### config.mk
export PLATFORM = sky130hd
export DESIGN_NAME = mmio_uart_tx
export DESIGN_NICKNAME = d
export VERILOG_FILES = /design/src/rtl/mmio_uart_tx.sv
export SDC_FILE = /design/constraint.sdc
export NUM_CORES = 1
export LEC_CHECK = 0
export BUFFER_PORTS_ARGS = -buffer_cell sky130_fd_sc_hd__buf_2
export CORE_MARGIN = 2
export CORE_UTILIZATION = 55
export DETAILED_ROUTE_END_ITERATION = 16
export PLACE_DENSITY = 0.76
export RECOVER_POWER = 25
export SYNTH_ARGS = -nofsm -noshare
export SYNTH_HDL_FRONTEND = slang
export SYNTH_SLANG_ARGS = --single-unit
### constraint.sdc
create_clock -name I_clk -period 4.7 [get_ports I_clk]
set_clock_uncertainty 0.1 [all_clocks]
set_input_delay 0.47 -clock I_clk [delete_from_list [all_inputs] [get_ports I_clk]]
set_output_delay 0.47 -clock I_clk [all_outputs]
set_load 0.05 [all_outputs]
### src/rtl/mmio_uart_tx.sv
// Memory-mapped 8N1 UART transmitter on the data-memory port.
// CPU writes queue bytes in a FIFO; an FSM shifts them out LSB first.
module mmio_uart_tx #(
  parameter logic [31:0] BASE        = 32'h00001000,
  parameter int          FIFO_DEPTH  = 8,
  parameter logic [15:0] DEFAULT_DIV = 16'd867
) (
  input  logic        I_clk,
  input  logic        I_rst,
  input  logic        I_memrw,
  input  logic [31:0] I_address,
  input  logic [31:0] I_data,
  output logic [31:0] O_data,
  output logic        O_hit,
  output logic        O_tx,
  output logic        O_irq
);

  localparam int AW = $clog2(FIFO_DEPTH);
  localparam int CW = AW + 1;
  localparam logic [CW-1:0] DEPTH_C = CW'(FIFO_DEPTH);

  typedef enum logic [1:0] {
    IDLE,
    START,
    DATA,
    STOP
  } state_t;

  state_t state, state_nx;

  logic [7:0]    mem [FIFO_DEPTH];
  logic [AW-1:0] wptr, rptr;
  logic [CW-1:0] count, count_nx;
  logic [15:0]   divisor, bit_div, baud_cnt;
  logic [2:0]    bit_cnt;
  logic [7:0]    shift;
  logic          txen, irqen, overflow;
  logic [1:0]    sel;
  logic          we, wr_tx, wr_st, wr_div, wr_ctrl;
  logic          empty, full, busy, bit_end;
  logic          push, pop, irqen_nx;
  logic          tx_nx, irq_nx;
  logic          unused;

  assign unused = &{1'b0, I_address[1:0], I_data[31:16]};

  assign sel     = I_address[3:2];
  assign O_hit   = I_address[31:4] == BASE[31:4];
  assign we      = O_hit & I_memrw;
  assign wr_tx   = we & (sel == 2'd0);
  assign wr_st   = we & (sel == 2'd1);
  assign wr_div  = we & (sel == 2'd2);
  assign wr_ctrl = we & (sel == 2'd3);

  assign empty   = count == '0;
  assign full    = count == DEPTH_C;
  assign busy    = state != IDLE;
  assign bit_end = baud_cnt == bit_div;

  // A full FIFO drops the write even if a pop happens on the same edge.
  assign push = wr_tx & ~full;
  assign pop  = ~empty & txen &
                ((state == IDLE) | ((state == STOP) & bit_end));

  assign count_nx = count + CW'(push) - CW'(pop);
  assign irqen_nx = wr_ctrl ? I_data[1] : irqen;

  // Read mux; reads never change state.
  always_comb begin
    O_data = '0;
    if (O_hit) begin
      unique case (1'b1)
        sel == 2'd1: O_data = {28'b0, overflow, busy, full, empty};
        sel == 2'd2: O_data = {16'b0, divisor};
        sel == 2'd3: O_data = {30'b0, irqen, txen};
        default:     O_data = '0;
      endcase
    end
  end

  // FIFO storage needs no reset; pointers and count do.
  always_ff @(posedge I_clk) begin
    if (push) mem[wptr] <= I_data[7:0];
  end

  // FIFO pointers and occupancy.
  always_ff @(posedge I_clk or negedge I_rst) begin
    if (!I_rst) begin
      wptr  <= '0;
      rptr  <= '0;
      count <= '0;
    end else begin
      if (push) wptr <= wptr + AW'(1);
      if (pop)  rptr <= rptr + AW'(1);
      count <= count_nx;
    end
  end

  // Control registers and sticky overflow.
  always_ff @(posedge I_clk or negedge I_rst) begin
    if (!I_rst) begin
      divisor  <= DEFAULT_DIV;
      txen     <= 1'b1;
      irqen    <= 1'b0;
      overflow <= 1'b0;
    end else begin
      if (wr_div)  divisor <= I_data[15:0];
      if (wr_ctrl) begin
        txen  <= I_data[0];
        irqen <= I_data[1];
      end
      if (wr_tx & full)            overflow <= 1'b1;
      else if (wr_st & I_data[3])  overflow <= 1'b0;
    end
  end

  // FSM state register.
  always_ff @(posedge I_clk or negedge I_rst) begin
    if (!I_rst) state <= IDLE;
    else        state <= state_nx;
  end

  // FSM next-state logic.
  always_comb begin
    state_nx = state;
    unique case (state)
      IDLE:  if (pop) state_nx = START;
      START: if (bit_end) state_nx = DATA;
      DATA:  if (bit_end && bit_cnt == 3'd7) state_nx = STOP;
      STOP:  if (bit_end) state_nx = pop ? START : IDLE;
      default: state_nx = IDLE;
    endcase
  end

  // Frame datapath: shifter, baud and bit counters; bit_div latched per frame.
  always_ff @(posedge I_clk or negedge I_rst) begin
    if (!I_rst) begin
      shift    <= '0;
      bit_div  <= '0;
      baud_cnt <= '0;
      bit_cnt  <= '0;
    end else if (pop) begin
      shift    <= mem[rptr];
      bit_div  <= divisor;
      baud_cnt <= '0;
      bit_cnt  <= '0;
    end else if (busy) begin
      baud_cnt <= bit_end ? '0 : baud_cnt + 16'd1;
      if ((state == DATA) && bit_end) begin
        shift   <= shift >> 1;
        bit_cnt <= bit_cnt + 3'd1;
      end
    end
  end

  // Line and irq levels derived from next-state values.
  always_comb begin
    tx_nx = 1'b1;
    unique case (state_nx)
      START:   tx_nx = 1'b0;
      DATA:    tx_nx = ((state == DATA) && bit_end) ? shift[1] : shift[0];
      default: tx_nx = 1'b1;
    endcase
    irq_nx = irqen_nx & (count_nx == '0) & (state_nx == IDLE);
  end

  // Registered outputs; line idles high.
  always_ff @(posedge I_clk or negedge I_rst) begin
    if (!I_rst) begin
      O_tx  <= 1'b1;
      O_irq <= 1'b0;
    end else begin
      O_tx  <= tx_nx;
      O_irq <= irq_nx;
    end
  end

endmodule

==> results.md, run 1 <==
* Unique masters post-synth at 59
* Share of layout cells above drive strength 1 at about 26%
* Leak at about 0.0032 uW
* Final worst path period share at between 70% and 80%
* Largest cells by area after synthesis: edfxtp_1, dfrtp_1, mux4_2, mux2_1, dfstp_2
* Seq/Total Area, Yosys at 59.0%
* Synth Register Bits at between 100 and 150
* Worst r2r dst: O_irq
* Post-synth ARST share at 54.3%
* Io pins at around 100
* PD cells at between 300 and 400 nW/um^2
* Violated checks: max-capacitance violations, max-slew violations
* Worst reg2reg path depth at 14
* Avg Inst Size Synth at 13.8 sq um
* Hold path endpoint: divisor[13]
* CP delay by family, top: simple AND/OR/NAND/NOR gates
* Placed cell areas at 6920 sq um
* Slew @ Worst Pin at 1.87 ns
* Mapped Area at roughly 6500 sq um
* Post-CTS Hold Buffers at 0
* Die height at approximately 110 microns
* Crit path cell chain: inv_1 > ha_1 > nor3b_1 > nor2_1 > nand2_1 > o31ai_4 > ha_1 > inv_1 > ha_1 > inv_1 > fa_1 > inv_1 > nor4_1 > and4b_1
* Die ar. at roughly 13,000 sq um
* CTS tree: yes
* Worst-Skew Late Latency at around 0.42 ns
* Worst setup path class: reg -> reg
* Max-Cap Viols at 1
* Initial drt markers at approximately 290
* Via-to-Cell Ratio at between 5 and 6
* First-pass GRT wire length at approximately 23,000 microns
* Slew Limit Fails at 77
* Endpoints failing setup at 0
* Yosys top cell area share at around 30%
* Final Hold Vio Count at 0
* GRT Total Usage at a little under a quarter
* CTS H-tree depth at 4
* Post-route ant nets at 0
* Final instance area at 7530 sq um
* Root Driver: clkbuf_16
* Initial antenna violation count at 0
* CP most frequent cell: inv_1
* Maximum clock insertion buffer count at 2
* Min-delay src: I_data[13]
* Crit path capture type: flip-flop
* Critical Path Start Type: flip-flop
* Detailed placement HPWL at 9240 microns
* GR Overflow Total at 0
* Ys Warns at 0
* Area leader, netlist: edfxtp_1
* Worst path slowest cell: fa_1
* Vias in the first global route at 4,440
* Max Fclk at 0.288 GHz
* Peak VDD IR at 0.251 mV
* Largest net degree at the start of global routing at 77
* Setup Buffers After CTS at 0
* CTS Buf Count at 17
* Post-cts sizing count at 0
* Die W at roughly 110 microns
* Status: complete, but fails checks
* Post-Syn Instances at between 400 and 500
* Area delta synth->final at 15.8%
* Final wirelength at around 14,000 microns
* Inserted Diodes at 0
* PortBufs at 67
* Worst r2r src: count[2]
* Crit path required time at between 4 and 5 ns
* Worst reg2reg setup slack at 1.23 ns
* Most used flip-flop cell after synthesis: dfrtp_1
* Crit-path max FO at 4
* Slew HR at -24.6%
* Critical Path AT at 3.72 ns
* RSZ-0062 raised after global routing: false
* Setup TNS at 0 ns
* Post-layout min period at between 3 and 4 ns
* Number of synthesized flops with an enable pin at 64
* Core ar. at around 11,000 sq um
* First-pass DRT Iterations at 7
* Per-cell routed wire length at about 19 microns
* # nets final at roughly 630
* Initial Util at between 50% and 60%
* Row count at 39
* DRC errors left at 0
* Overall Power at about 2800 uW
* Worst path buffer plus inverter count at 4
* Clock Sinks at 140
* GP Congestion at ~0.82
* Routed via count at between 4,000 and 5,000
* HP Class: in -> reg
* Clk pin slew, worst setup/hold paths at ~0.060 ns
* Critical path's largest stage delay at approximately 0.47 ns
* Hold Crit Depth at 2
-- cells in the mapped netlist, types with 11 or more instances --
| cell | instances |
|---|---|
| xor2_1 | 22 |
| ha_1 | 11 |
| mux2_1 | 27 |
| dfrtp_1 | 68 |
| mux2_2 | 11 |
| nand2_1 | 16 |
| nor2_1 | 22 |
| inv_1 | 17 |
| and2_1 | 13 |
| buf_4 | 20 |
| nor3_1 | 11 |
| edfxtp_1 | 64 |
| nor4_1 | 11 |
| mux4_2 | 16 |
-- state kept, by name (all words and copies together), names as in the netlist --
register / flops
O_tx: 1
state: 2
mem: 64
rptr: 3
bit_div: 16
txen: 1
divisor: 16
overflow: 1
wptr: 3
irqen: 1
shift: 8
bit_cnt: 3
baud_cnt: 16
count: 4
O_irq: 1
-- how the worst max path moves through the flow --
| stage | from | to | slack [ns] | cells after the start |
|---|---|---|---|---|
| 3_5_place_dp | I_address[13] | O_irq | 1.20 | 13 |
| 2_1_floorplan | baud_cnt[7] | O_irq | 1.63 | 13 |
| 3_3_place_gp | I_address[13] | O_irq | 1.28 | 13 |
| 4_1_cts | count[2] | O_irq | 1.25 | 14 |
| 5_1_grt | count[2] | O_irq | 0.92 | 14 |
| 6_report | count[2] | O_irq | 1.23 | 14 |
-- layout by cell type (no fill, tap or decap), types with 11 or more instances in the layout --
| cell type | n |
|---|---|
| clkbuf_16 | 17 |
| nor3_1 | 11 |
| nor2_1 | 22 |
| buf_2 | 58 |
| nand2_1 | 16 |
| mux4_2 | 16 |
| nor4_1 | 11 |
| mux2_2 | 11 |
| dfrtp_1 | 68 |
| edfxtp_1 | 64 |
| xor2_1 | 22 |
| and2_1 | 13 |
| mux2_1 | 27 |
| ha_1 | 11 |
| inv_1 | 17 |
| conb_1 | 16 |
-- metal layers --
| metal | vias up | global-route usage, % | routed length (microns) |
|---|---|---|---|
| li1 | 1894 | - | - |
| met1 | 2097 | 32.4 | 5810 |
| met2 | 167 | 37.6 | 6740 |
| met3 | 23 | 5.09 | 822 |
| met4 | 0 | 9.19 | 241 |
| met5 | - | 0 | 0 |
-- report_power, final --
group	switching, uW	internal (uW)	total (uW)
sequential	1.75	1290	1290
clock	537	847	1380
combinational	78.7	20.2	98.9
-- cells by family after synthesis --
kind of cell | after synthesis | share of synthesized area [%]
other cells | 1 | 0.0577
flops | 140 | 59.0
xor+xnor | 31 | 4.18
compound gates | 51 | 5.66
mux | 63 | 13.5
fa+ha+maj | 12 | 2.42
simple gates | 121 | 10.9
buf+inv | 51 | 4.35
-- per-stage QoR --
step / std cells / hold WS [ns] / util, % / setup slack [ns]
finish: 702 / 0.167 / 65.6 / 1.23
global route: 702 / 0.166 / 65.6 / 0.924
CTS: 702 / 0.140 / 65.7 / 1.25
detailed placement: 670 / 0.396 / 60.4 / 1.20
global placement: 670 / 0.390 / 60.4 / 1.28
floorplan: 485 / 0.0744 / - / 1.63
-- cell type report --
type / instances / area [sq um]
sequential: 140 / 3830
multi-input combinational: 294 / 2450
fill: 776 / 3940
clock buffer: 18 / 429
tap: 143 / 179
inverter: 19 / 71.3
timing repair buffer: 74 / 378
clock inverter: 14 / 185
Power figures use the tool's default switching activity.
==> inputs of run 2 (changes only) <==
--- a/config.mk
+++ b/config.mk
@@ -5,11 +5,12 @@
 export SDC_FILE = /design/constraint.sdc
 export NUM_CORES = 1
 export LEC_CHECK = 0
+export ABC_AREA = 1
 export BUFFER_PORTS_ARGS = -buffer_cell sky130_fd_sc_hd__buf_2
 export CORE_MARGIN = 2
-export CORE_UTILIZATION = 55
+export CORE_UTILIZATION = 52
 export DETAILED_ROUTE_END_ITERATION = 16
-export PLACE_DENSITY = 0.76
+export PLACE_DENSITY = 0.75
 export RECOVER_POWER = 25
 export SYNTH_ARGS = -nofsm -noshare
 export SYNTH_HDL_FRONTEND = slang
==> constraint.sdc (replaced) <==
create_clock -name I_clk -period 3.1 [get_ports I_clk]
set_clock_uncertainty 0.1 [all_clocks]
set_input_delay 0.31 -clock I_clk [delete_from_list [all_inputs] [get_ports I_clk]]
set_output_delay 0.31 -clock I_clk [all_outputs]
set_load 0.05 [all_outputs]
==> results.md, run 2 <==
* Status: complete, but fails checks
* Violated checks: max-capacitance violations, max-slew violations
* PD cells at 503 nW/um^2 (+36%)
* Per-cell routed wire length at 14.3 microns (-26%)
* CTS Buf Count at 17 (unchanged)
* Initial antenna violation count at 0 (unchanged)
* PortBufs at 67 (unchanged)
* Yosys top cell area share at 28.0% (-1.6 points)
* Switching Share at 22.7% (+0.43 points)
* Crit-path max FO at 3 (-1)
* Placed cell areas at 7450 sq um (+7.6%)
* Endpoints failing setup at 0 (unchanged)
* Final wirelength at 15,200 microns (+12%)
* DRC errors left at 0 (unchanged)
* Crit path required time at 3.36 ns (-1.59 ns)
* Worst r2r src: baud_cnt[11]
* RSZ-0062 raised after global routing: true
* Commonest non-fill, non-tap cells in the layout: nand2_1, nor2_1, nand3_1
* DP Worst Slack at -0.0971 ns (-1.30 ns)
* Final worst path period share at 98.0% (+24 points)
* Area delta synth->final at 18.9%
* Slew HR at -27.7% (-3.1 points)
* Detailed placement HPWL at 10,100 microns (+9.3%)
* Largest reg by FF count: mem
* Setup ws final at 0.0635 ns (-1.17 ns)
* Post-route ant nets at 0 (unchanged)
* Maximum clock insertion buffer count at 2 (unchanged)
* Die W at 119 microns (+5.5%)
* Peak VDD IR at 0.664 mV (+160%)
* Area leader, netlist: edfxtp_1
* HP Class: in -> reg
* Min Hold Slack at 0.0193 ns (-0.148 ns)
* Post-synth ARST share at 54.3% (unchanged)
* Max Fclk at 0.329 GHz (+14%)
* Largest cells by area after synthesis: edfxtp_1, dfrtp_1, nand2_1, nand3_1, nor2_1
* Top-count cell post-synth: nand2_1
* GRT Total Usage at 22.3% (-1.4 points)
* Clk pin slew, worst setup/hold paths at 0.07 ns (about the same)
* Core ar. at 13,100 sq um (+14%)
* Die ar. at 14,200 sq um (+11%)
* Hold path endpoint: divisor[15]
* Number of synthesized flops with an enable pin at 64 (unchanged)
* Inserted Diodes at 0 (unchanged)
* Largest net degree at the start of global routing at 77 (unchanged)
* Commonest cells in the netlist: nand2_1, nor2_1, inv_1
* Final instance area at 8170 sq um (+8.6%)
* Worst reg2reg path depth at 21 (+7)
* Fill count at 1,088 (+40%)
* Hold Crit Depth at 3 (+1)
* Comb power frac at 3.4% (-0.2 points)
* Row count at 42 (+7.7%)
* Crit path capture type: flip-flop
* CTS tree: yes
* Seq/Total Area, Yosys at 55.8% (-3.2 points)
* Max-Cap Viols at 1 (unchanged)
* Clock Sinks at 140 (unchanged)
* Post-Syn Instances at 774 (+65%)
* Sw power at 932 uW (+51%)
* Ys Warns at 0 (unchanged)
* GR Overflow Total at 0 (unchanged)
* Overall Power at 4110 uW (+48%)
* Mapped Area at 6870 sq um (+5.7%)
* Io pins at 102 (unchanged)
* Slew Limit Fails at 77 (unchanged)
* Routed via count at 5,415 (+30%)
* # nets final at 954 (+53%)
* Critical Path Start Type: flip-flop
* Worst reg2reg setup slack at 0.06 ns (-1.17 ns)
* Min-delay src: I_data[15]
* CTS H-tree depth at 4 (unchanged)
* Clock share of power at 49.3% (-0.5 points)
* GP Congestion at 0.840 (+2.7%)
* Post-layout min period at 3.04 ns (-0.432 ns)
* Critical Path AT at 3.30 ns (-0.42 ns)
* First-pass GRT wire length at 24,300 microns (+5.9%)
* Most used flip-flop cell after synthesis: dfrtp_1
* Slew @ Worst Pin at 1.92 ns (+0.0462 ns)
* Die height at 119 microns (+5.5%)
* Share of layout cells above drive strength 1 at 18.9% (-6.8 points)
* Setup TNS at 0 ns (unchanged)
* Most common cell after layout, fill and taps aside: nand2_1
* Flop pwr share at 47.3% (+0.7 points)
* Internal at 3180 uW (+47%)
* Via-to-Cell Ratio at 5.09 (-15%)
* Root Driver: clkbuf_16
* First-pass DRT Iterations at 5 (-2)
* Worst r2r dst: O_irq
* Avg Inst Size Synth at 8.88 sq um (-36%)
* Worst setup path class: reg -> reg
* Vias in the first global route at 4,869 (+9.7%)
* Unique masters post-synth at 46 (-22%)
* Final Hold Vio Count at 0 (unchanged)
* Synth Register Bits at 140 (unchanged)
* Leak at 0.00370 uW (+15%)
* Worst-Skew Late Latency at 0.43 ns (about the same)
* Initial Util at 52.5% (-4.2 points)
* Max reg flops at 64 (unchanged)
* Initial drt markers at 530 (+86%)
==> run 2: worst max-delay path, cell delays in order, from the launching register on <==
cell and delay (ns):
dfrtp_1 0.42, inv_2 0.07, nand2_1 0.06, nand2_1 0.05, nor2_1 0.08, nand2_1 0.09, nor2_2 0.15, nand2_2 0.09
inv_4 0.06, nand2_4 0.05, nand2_4 0.08, nand2_4 0.06, inv_4 0.08, ha_4 0.20, inv_2 0.06, ha_4 0.13
inv_2 0.04, fa_1 0.43, xnor2_2 0.18, nor4_4 0.24, nand3_1 0.15, nor2_1 0.12
==> run 2: how the worst max path moves through the flow <==
stage | startpoint | end | slack [ns] | depth (start not counted)
after floorplan | baud_cnt[8] | O_irq | 0.08 | 23
after global placement | I_address[5] | O_irq | -0.03 | 16
after detailed placement | I_address[5] | O_irq | -0.1 | 16
after CTS | baud_cnt[9] | O_irq | 0.01 | 21
after global routing | baud_cnt[2] | O_irq | -0.13 | 21
final | baud_cnt[11] | O_irq | 0.06 | 21
==> run 2: layout make-up <==
| class | count | area, sq um | share of cell area (%) |
|---|---|---|---|
| sequential | 140 | 3830 | 46.9 |
| multi-input combinational | 522 | 2570 | 31.4 |
| timing repair buffer | 106 | 629 | 7.70 |
| clock buffer | 18 | 429 | 5.25 |
| inverter | 88 | 335 | 4.10 |
| tap | 176 | 220 | 2.69 |
| clock inverter | 14 | 158 | 1.93 |
==> run 2: power by group through the flow <==
stage               sequential [uW]  combinational, uW  clock [uW]
floorplan                      1980               78.5           0
global placement               1980                137           0
detailed placement             1980                138           0
CTS                            1940                144        2050
global route                   1940                155        2130
finish                         1950                140        2020
==> run 2: routing by layer <==
metal | global-route usage, % | vias up | share of wire [%] | wire length (microns)
met2 | 34.5 | 155 | 48 | 7350
met5 | 0 | - | 0 | 0
met4 | 9.00 | 0 | 1.6 | 238
li1 | - | 2726 | - | -
met3 | 4.60 | 21 | 5.3 | 801
met1 | 30.9 | 2513 | 45 | 6800
==> run 2: through the flow <==
| stage | instances | util (%) |
|---|---|---|
| floorplan | 789 | - |
| finish | 1064 | 62.4 |
| detailed placement | 1022 | 57.0 |
| global placement | 1022 | 57.0 |
| global route | 1064 | 62.4 |
| CTS | 1059 | 61.9 |
==> run 2: repair_timing <==
item / CTS / global route
setup endpoints to repair: 1 / 1
hold buffers: 5 / 0
setup buffers: 0 / 5
gates resized for setup: 1 / 13
pin swaps: 0 / 10
hold endpoints to repair: 31 / 0
==> run 2: cells by family after synthesis <==
| kind of cell | share of synthesized area [%] |
|---|---|
| adder cells (fa/ha/maj) | 2.29 |
| AO/OA/AOI/OAI | 6.52 |
| flip-flops | 55.8 |
| AND/OR/NAND/NOR | 25.9 |
| buffers and inverters | 8.55 |
| XOR/XNOR | 0.892 |
| other | 0.0546 |
